--- src/rtl/glb_ring_end.sv ---
// glb_ring_end: terminates the processor/config rings at the east end.
// Reads return UNMAPPED_DATA after RD_LAT cycles, writes are dropped, and the
// stream return is tied to zero.
// Optional build macro GLB_RING_END_ERR_CNT_EN adds saturating error counters
// and a one-shot error interrupt; without it those outputs are tied to zero.
module glb_ring_end #(
  parameter int unsigned       NUM_CH        = 4,
  parameter int unsigned       ADDR_W        = 22,
  parameter int unsigned       DATA_W        = 64,
  parameter int unsigned       RD_LAT        = 2,
  parameter logic [DATA_W-1:0] UNMAPPED_DATA = '1,
  parameter int unsigned       STRM_W        = 64
) (
  input  logic                     clk,
  input  logic                     reset,
  input  logic [NUM_CH-1:0]        proc_wr_en_w2e_wsti,
  input  logic [NUM_CH-1:0]        proc_rd_en_w2e_wsti,
  input  logic [NUM_CH*ADDR_W-1:0] proc_rd_addr_w2e_wsti,
  output logic [NUM_CH*DATA_W-1:0] proc_rd_data_e2w_wsto,
  output logic [NUM_CH-1:0]        proc_rd_data_valid_e2w_wsto,
  output logic [STRM_W-1:0]        strm_packet_e2w_wsto,
  input  logic                     cfg_rd_en_wsti,
  input  logic                     cfg_wr_en_wsti,
  output logic [31:0]              cfg_rd_data_wsto,
  output logic                     cfg_rd_data_valid_wsto,
  input  logic                     err_clr,
  output logic [15:0]              err_wr_cnt,
  output logic [15:0]              err_rd_cnt,
  output logic                     err_irq
);

  localparam int unsigned CFG_W = 32;
  localparam int unsigned CNT_W = 16;

  logic [NUM_CH-1:0]        vld_next_c;
  logic [NUM_CH-1:0]        rd_vld_q;
  logic [NUM_CH*DATA_W-1:0] rd_data_q;
  logic                     cfg_vld_q;
  logic [CFG_W-1:0]         cfg_data_q;

  // Address and config writes carry no information at the ring end.
  logic unused_inputs;
  assign unused_inputs = ^{proc_rd_addr_w2e_wsti, cfg_wr_en_wsti};

  // Delay line for read requests; vld_next_c is the valid due next cycle.
  if (RD_LAT == 1) begin : g_lat1
    assign vld_next_c = proc_rd_en_w2e_wsti;
  end else begin : g_latn
    logic [NUM_CH-1:0] stage_q [RD_LAT-1];

    // Shift requests through RD_LAT-1 stages before the output flop.
    always_ff @(posedge clk) begin
      if (reset) begin
        for (int i = 0; i < int'(RD_LAT) - 1; i++) stage_q[i] <= '0;
      end else begin
        stage_q[0] <= proc_rd_en_w2e_wsti;
        for (int i = 1; i < int'(RD_LAT) - 1; i++) stage_q[i] <= stage_q[i-1];
      end
    end

    assign vld_next_c = stage_q[RD_LAT-2];
  end

  // Registered read return: valid plus UNMAPPED_DATA, zero when idle.
  always_ff @(posedge clk) begin
    if (reset) begin
      rd_vld_q  <= '0;
      rd_data_q <= '0;
    end else begin
      rd_vld_q <= vld_next_c;
      for (int ch = 0; ch < int'(NUM_CH); ch++) begin
        rd_data_q[ch*DATA_W +: DATA_W] <= vld_next_c[ch] ? UNMAPPED_DATA : '0;
      end
    end
  end

  // Config read return one cycle after the request.
  always_ff @(posedge clk) begin
    if (reset) begin
      cfg_vld_q  <= 1'b0;
      cfg_data_q <= '0;
    end else begin
      cfg_vld_q  <= cfg_rd_en_wsti;
      cfg_data_q <= cfg_rd_en_wsti ? CFG_W'(UNMAPPED_DATA) : '0;
    end
  end

  assign proc_rd_data_valid_e2w_wsto = rd_vld_q;
  assign proc_rd_data_e2w_wsto       = rd_data_q;
  assign cfg_rd_data_valid_wsto      = cfg_vld_q;
  assign cfg_rd_data_wsto            = cfg_data_q;
  assign strm_packet_e2w_wsto        = '0;

`ifdef GLB_RING_END_ERR_CNT_EN
  typedef enum logic {ST_IDLE, ST_ERR} err_state_e;

  err_state_e       state_q, state_d;
  logic             irq_q, irq_d;
  logic [CNT_W-1:0] wr_cnt_q, wr_cnt_d;
  logic [CNT_W-1:0] rd_cnt_q, rd_cnt_d;
  logic [31:0]      wr_inc_c, rd_inc_c;
  logic             event_c;

  function automatic logic [31:0] popcount(input logic [NUM_CH-1:0] v);
    logic [31:0] n;
    n = '0;
    for (int i = 0; i < int'(NUM_CH); i++) n = n + 32'(v[i]);
    return n;
  endfunction

  // Adds without wrapping; anything past the top clamps to all-ones.
  function automatic logic [CNT_W-1:0] sat_add(input logic [CNT_W-1:0] a,
                                               input logic [31:0] inc);
    logic [32:0] s;
    s = 33'(a) + 33'(inc);
    return (s > 33'({CNT_W{1'b1}})) ? {CNT_W{1'b1}} : CNT_W'(s);
  endfunction

  assign wr_inc_c = popcount(proc_wr_en_w2e_wsti);
  assign rd_inc_c = popcount(proc_rd_en_w2e_wsti) + 32'(cfg_rd_en_wsti);
  assign event_c  = (|proc_wr_en_w2e_wsti) | (|proc_rd_en_w2e_wsti) | cfg_rd_en_wsti;

  // Next-state for counters and error FSM; a clear overrides same-cycle events.
  always_comb begin
    state_d  = state_q;
    irq_d    = 1'b0;
    wr_cnt_d = wr_cnt_q;
    rd_cnt_d = rd_cnt_q;
    if (err_clr) begin
      state_d  = ST_IDLE;
      wr_cnt_d = '0;
      rd_cnt_d = '0;
    end else begin
      wr_cnt_d = sat_add(wr_cnt_q, wr_inc_c);
      rd_cnt_d = sat_add(rd_cnt_q, rd_inc_c);
      case (state_q)
        ST_IDLE: begin
          if (event_c) begin
            state_d = ST_ERR;
            irq_d   = 1'b1;
          end
        end
        ST_ERR:  state_d = ST_ERR;
        default: state_d = ST_IDLE;
      endcase
    end
  end

  // Error state, counter and interrupt registers.
  always_ff @(posedge clk) begin
    if (reset) begin
      state_q  <= ST_IDLE;
      irq_q    <= 1'b0;
      wr_cnt_q <= '0;
      rd_cnt_q <= '0;
    end else begin
      state_q  <= state_d;
      irq_q    <= irq_d;
      wr_cnt_q <= wr_cnt_d;
      rd_cnt_q <= rd_cnt_d;
    end
  end

  assign err_wr_cnt = wr_cnt_q;
  assign err_rd_cnt = rd_cnt_q;
  assign err_irq    = irq_q;
`else
  logic unused_err_clr;
  assign unused_err_clr = err_clr;

  assign err_wr_cnt = '0;
  assign err_rd_cnt = '0;
  assign err_irq    = 1'b0;
`endif

endmodule
--- config.mk ---
export PLATFORM = sky130hd
export DESIGN_NAME = glb_ring_end
export DESIGN_NICKNAME = d
export VERILOG_FILES = /design/src/rtl/glb_ring_end.sv
export SDC_FILE = /design/constraint.sdc
export NUM_CORES = 1
export LEC_CHECK = 0
export CELL_PAD_IN_SITES_DETAIL_PLACEMENT = 0
export CELL_PAD_IN_SITES_GLOBAL_PLACEMENT = 1
export CORE_AREA = 2 2 193 195
export DETAILED_ROUTE_END_ITERATION = 8
export DIE_AREA = 0 0 195 197
export HOLD_SLACK_MARGIN = 0.08
export MAX_ROUTING_LAYER = met4
export PLACE_DENSITY_LB_ADDON = 0.12
export REMOVE_ABC_BUFFERS = 1
export SYNTH_ARGS = -nofsm -noshare
export SYNTH_HDL_FRONTEND = slang
export SYNTH_SLANG_ARGS = --single-unit
--- constraint.sdc ---
create_clock -name clk -period 4.43 [get_ports clk]
set_input_delay 0.6645 -clock clk [delete_from_list [all_inputs] [get_ports clk]]
set_output_delay 0.6645 -clock clk [all_outputs]
set_load 0.02 [all_outputs]
Word level (Yosys, flattened, before mapping)
Memories as Yosys holds them, arrays and structs flattened.
Cells that the tools add are included.
Word-level totals
  memories: 1
  logic and storage cells: 16
  latch bits: 0
  memory bits (writable): 4
  bits in read-only memories: 0
  output and inout port bits: 390
  bits of input ports: 101
  bits in registers: 293
Cells by class
  order comparisons: 0
  multiply operators: 0
  shift operators: 0
  divide/modulo/power cells: 0
  reductions and logical operators: 1
  muxes and demuxes: 10
  bitwise logic cells: 0
  add/sub/neg operators: 0
  equality and inequality tests: 0
Memory list
  g_latn.stage_q: depth 1, bits a word 4, rd ports 1, clocked after Yosys merged registers in 0, wr ports 1, line 49  | logic [NUM_CH-1:0] stage_q [RD_LAT-1];
Operators with widths (count)
  64-bit two-way mux: 4
  32-bit two-way mux: 1
  1-bit two-way mux: 4
  4-bit two-way mux: 1
  4-bit OR reduction: 1

Depth between registers and ports, before layout
  word-level depth: 3
  mapped depth: 1
  depth with buffers taken out: 1

Least setup slack after synthesis
No wires, ideal clock.
  path type: register to output
  start: register proc_rd_data_valid_e2w_wsto[1] (netlist name)
  end: output port proc_rd_data_e2w_wsto[100]
  path slack: 2.004 ns
  data arrival time: 1.761 ns
  data required time: 3.766 ns
  cell stages (with the launch flop): 2
  path through: dfxtp_1 > buf_4
RTL lines
  end, declared: line 19  | output logic [NUM_CH*DATA_W-1:0] proc_rd_data_e2w_wsto,

Worst setup path in the final report
  start: register cfg_data_q[30], in the netlist cfg_rd_data_wsto[30]
  end: output port cfg_rd_data_wsto[30]
RTL lines
  start, declared: line 39  | logic [CFG_W-1:0] cfg_data_q;
  start signal, assigned: line 84  | cfg_data_q <= cfg_rd_en_wsti ? CFG_W'(UNMAPPED_DATA) : '0;
  end, declared: line 24  | output logic [31:0] cfg_rd_data_wsto,
No word-level cell between the ends.

==> results.py <==
metrics = {
    "run_status": {
        "status": "finished clean",
    },
    "synth": {
        "ys.flop_type": "dfxtp_1",
        "yosysTopAreaCell": "buf_4",
        "synthSimpleGateAreaFrac_pct": 1.80,
        "synth-edff-count": 0,
        "syn-instance-count": 404,
        "ys_ff_latch": 9,
        "synth_top_family_by_area": "buffers and inverters",
        "syn_area_per_cell_um2": 7.75,
        "ys_top_cells_by_area": "buf_4 (92%), dfxtp_1 (5.8%), nor2b_1 (1.8%)",
        "synth_compound_area_share_pct": 0,
        "synth.most_common_cell": "buf_4",
        "synth_fa_ha_area_share_pct": 0,
        "synthMuxAreaShare_pct": 0,
        "synthTopCellsByCount": "buf_4 (385), dfxtp_1 (9), nor2b_1 (9), conb_1 (1)",
        "yosysTopAreaCellShare_pct": 92.3,
        "yosysUniqueCellTypes": 4,
        "async_flop_share_pct": 0,
        "synth_xor_xnor_area_share_pct": 0,
        "synth.yosys.warnings": 0,
        "syn_area_um2": 3130,
        "ys_seq_area_share_pct": 5.76,
    },
    "critical_path": {
        "critPathRequiredTime_ns": 3.77,
        "cp_max_fo": 33,
        "crit_path_top_delay_cell": "dfxtp_1",
        "cp.buffers_inverters": 1,
        "critPathLaunchType": "flip-flop",
        "crit_chain": "clkdlybuf4s50_1",
        "arrival_ns": 2.12,
        "critical_path.top_delay_family": "flip-flops",
        "end_kind": "output port",
        "cp_slowest_stage_delay_ns": 1.04,
        "crit_type": "flip-flop to output port",
    },
    "floorplanning": {
        "num_io_pins": 491,
        "num_rows": 70,
        "initial_core_util_pct": 8.63,
        "placeableCoreArea_um2": 36300,
        "die-height_um": 197,
        "die_w_um": 195,
        "die-area_um2": 38400,
    },
    "power_and_ir_drop": {
        "p_switching_uw": 338,
        "power.internal_uw": 384,
        "power_frac_seq_pct": 15.7,
        "leakage_nw": 1.51,
        "comb_power_share_pct": 62.6,
        "p_per_area_nw_per_um2": 169,
        "ir_worst_vdd_uv": 143,
        "swShare_pct": 46.8,
        "power.share.clock_pct": 21.7,
    },
    "clock_tree": {
        "cts_sinks": 9,
        "cts_setup_buffers": 0,
        "cts_tree": "built",
        "cts_made_buffers": 3,
        "ctsHtreeMaxLevel": 1,
        "ctsResizeCount": 0,
        "clock_path_buffers": 2,
        "ctsHoldBuffers": 0,
        "clk_latency_ns": 0.23,
        "clkTransAtPathRegs_ns": 0.04,
        "root_buffer": "clkbuf_16",
    },
    "global_routing": {
        "overflow": 0,
        "grt_max_degree": 66,
        "grt_pass1_vias": 1392,
        "grt_pass1_wl_um": 13500,
        "track_usage_pct": 5.10,
        "antenna_found_initial": 0,
    },
    "sta": {
        "skew_ns": 0.000302,
        "tightest_slew_ns": 1.11,
        "setup_viol": 0,
        "relSlewSlack_pct": 26.1,
        "finalHoldViolations": 0,
        "rsz0062_at_grt": "false",
        "drv_slew": 0,
        "fmax_mhz": 359,
        "min_period_over_period_pct": 62.9,
        "fin_crit_ns": 2.79,
    },
    "routing": {
        "wirelength_um": 11000,
        "first_iter_violations": 9,
        "postRouteAntennaNets": 0,
        "routed_via_density": 1.90,
        "firstDrtPassIters": 4,
        "drc_errors": 0,
        "drt-wirelength-per-cell_um": 12.4,
        "vias": 1683,
    },
    "layout": {
        "instances_no_fill": 886,
        "drive_gt1_share_pct": 1.91,
        "nNetsFinal": 520,
        "utilization_pct": 11.8,
        "antennaDiodeCount": 0,
        "syn2layout_area_growth_pct": 36.2,
        "fillers": 4183,
    },
    "job": {
        "drv_cap": 0,
    },
    "placement": {
        "hpwl_um": 9740,
        "place.gp.congestion": 0.702,
        "place_inst": 882,
        "io_buffers": 299,
    },
    "min_path": {
        "hold_path.class": "flip-flop to flip-flop",
    },
}
-- metal layers --
metal | part of all wire (%) | vias up | wire (µm) | track usage, %
met3 | 9.3 | 0 | 1030 | 1.78
met1 | 26 | 746 | 2920 | 3.82
met4 | 0 | 0 | 0 | 0.170
met2 | 64 | 180 | 7070 | 11.6
met5 | 0 | - | 0 | -
li1 | - | 757 | - | -
-- cells by family after synthesis --
group                  Yosys count
DFF                              9
buffers and inverters          385
and+or+nand+nor                  9
other                            1
-- power groups by stage --
stage	clock [mW]	combinational [mW]	sequential, mW
floorplan	0	0.0734	0.252
global placement	0	0.467	0.115
detailed placement	0	0.456	0.117
CTS	0.162	0.456	0.116
global route	0.168	0.469	0.119
finish	0.157	0.452	0.113
-- final timing paths --
| check | start | end | slack, ns | cells after the start |
|---|---|---|---|---|
| setup / recovery | cfg_rd_data_wsto[30] | cfg_rd_data_wsto[30] | 1.64 | 1 |
| hold / removal | g_latn.stage_q[0][2] | proc_rd_data_valid_e2w_wsto[2] | 0.43 | 1 |
| setup reg to reg | g_latn.stage_q[0][3] | proc_rd_data_e2w_wsto[254] | 3.90 | 1 |
| hold reg to reg | g_latn.stage_q[0][2] | proc_rd_data_valid_e2w_wsto[2] | 0.43 | 1 |
-- stage by stage --
| step | hold slack (ns) | power (mW) | setup TNS [ns] | area (µm²) | worst slack (ns) |
|---|---|---|---|---|---|
| after CTS | 0.434 | 0.734 | 0 | 4260 | 1.50 |
| after global placement | 0.421 | 0.582 | 0 | 4180 | 1.73 |
| final | 0.432 | 0.722 | 0 | 4260 | 1.64 |
| after global routing | 0.452 | 0.756 | 0 | 4260 | 1.44 |
| after detailed placement | 0.425 | 0.573 | 0 | 4180 | 1.75 |
| after floorplan | 0.414 | 0.325 | -1292.00 | 601 | -4.87 |
-- cell type report --
cell class	instances	area (µm²)	share of cell area, %
sequential	9	185	4.34
clock buffer	3	75.1	1.76
tap	468	586	13.7
multi-input combinational	106	420	9.86
timing repair buffer	299	2990	70.2
clock inverter	1	5.00	0.117
-- flip-flops by register name, indices dropped and copies added (netlist names) --
name,cells
g_latn.stage_q,4
proc_rd_data_valid_e2w_wsto,3
cfg_rd_data_wsto,1
proc_rd_data_e2w_wsto,1
-- cell usage in the layout, fill, tap and decap left out, drive strengths merged --
master           n
clkbuf           3
clkdlybuf4s50  299
clkinv           1
conb            97
dfxtp            9
nor2b            9
Note: power is estimated with default switching activity, not from simulation.
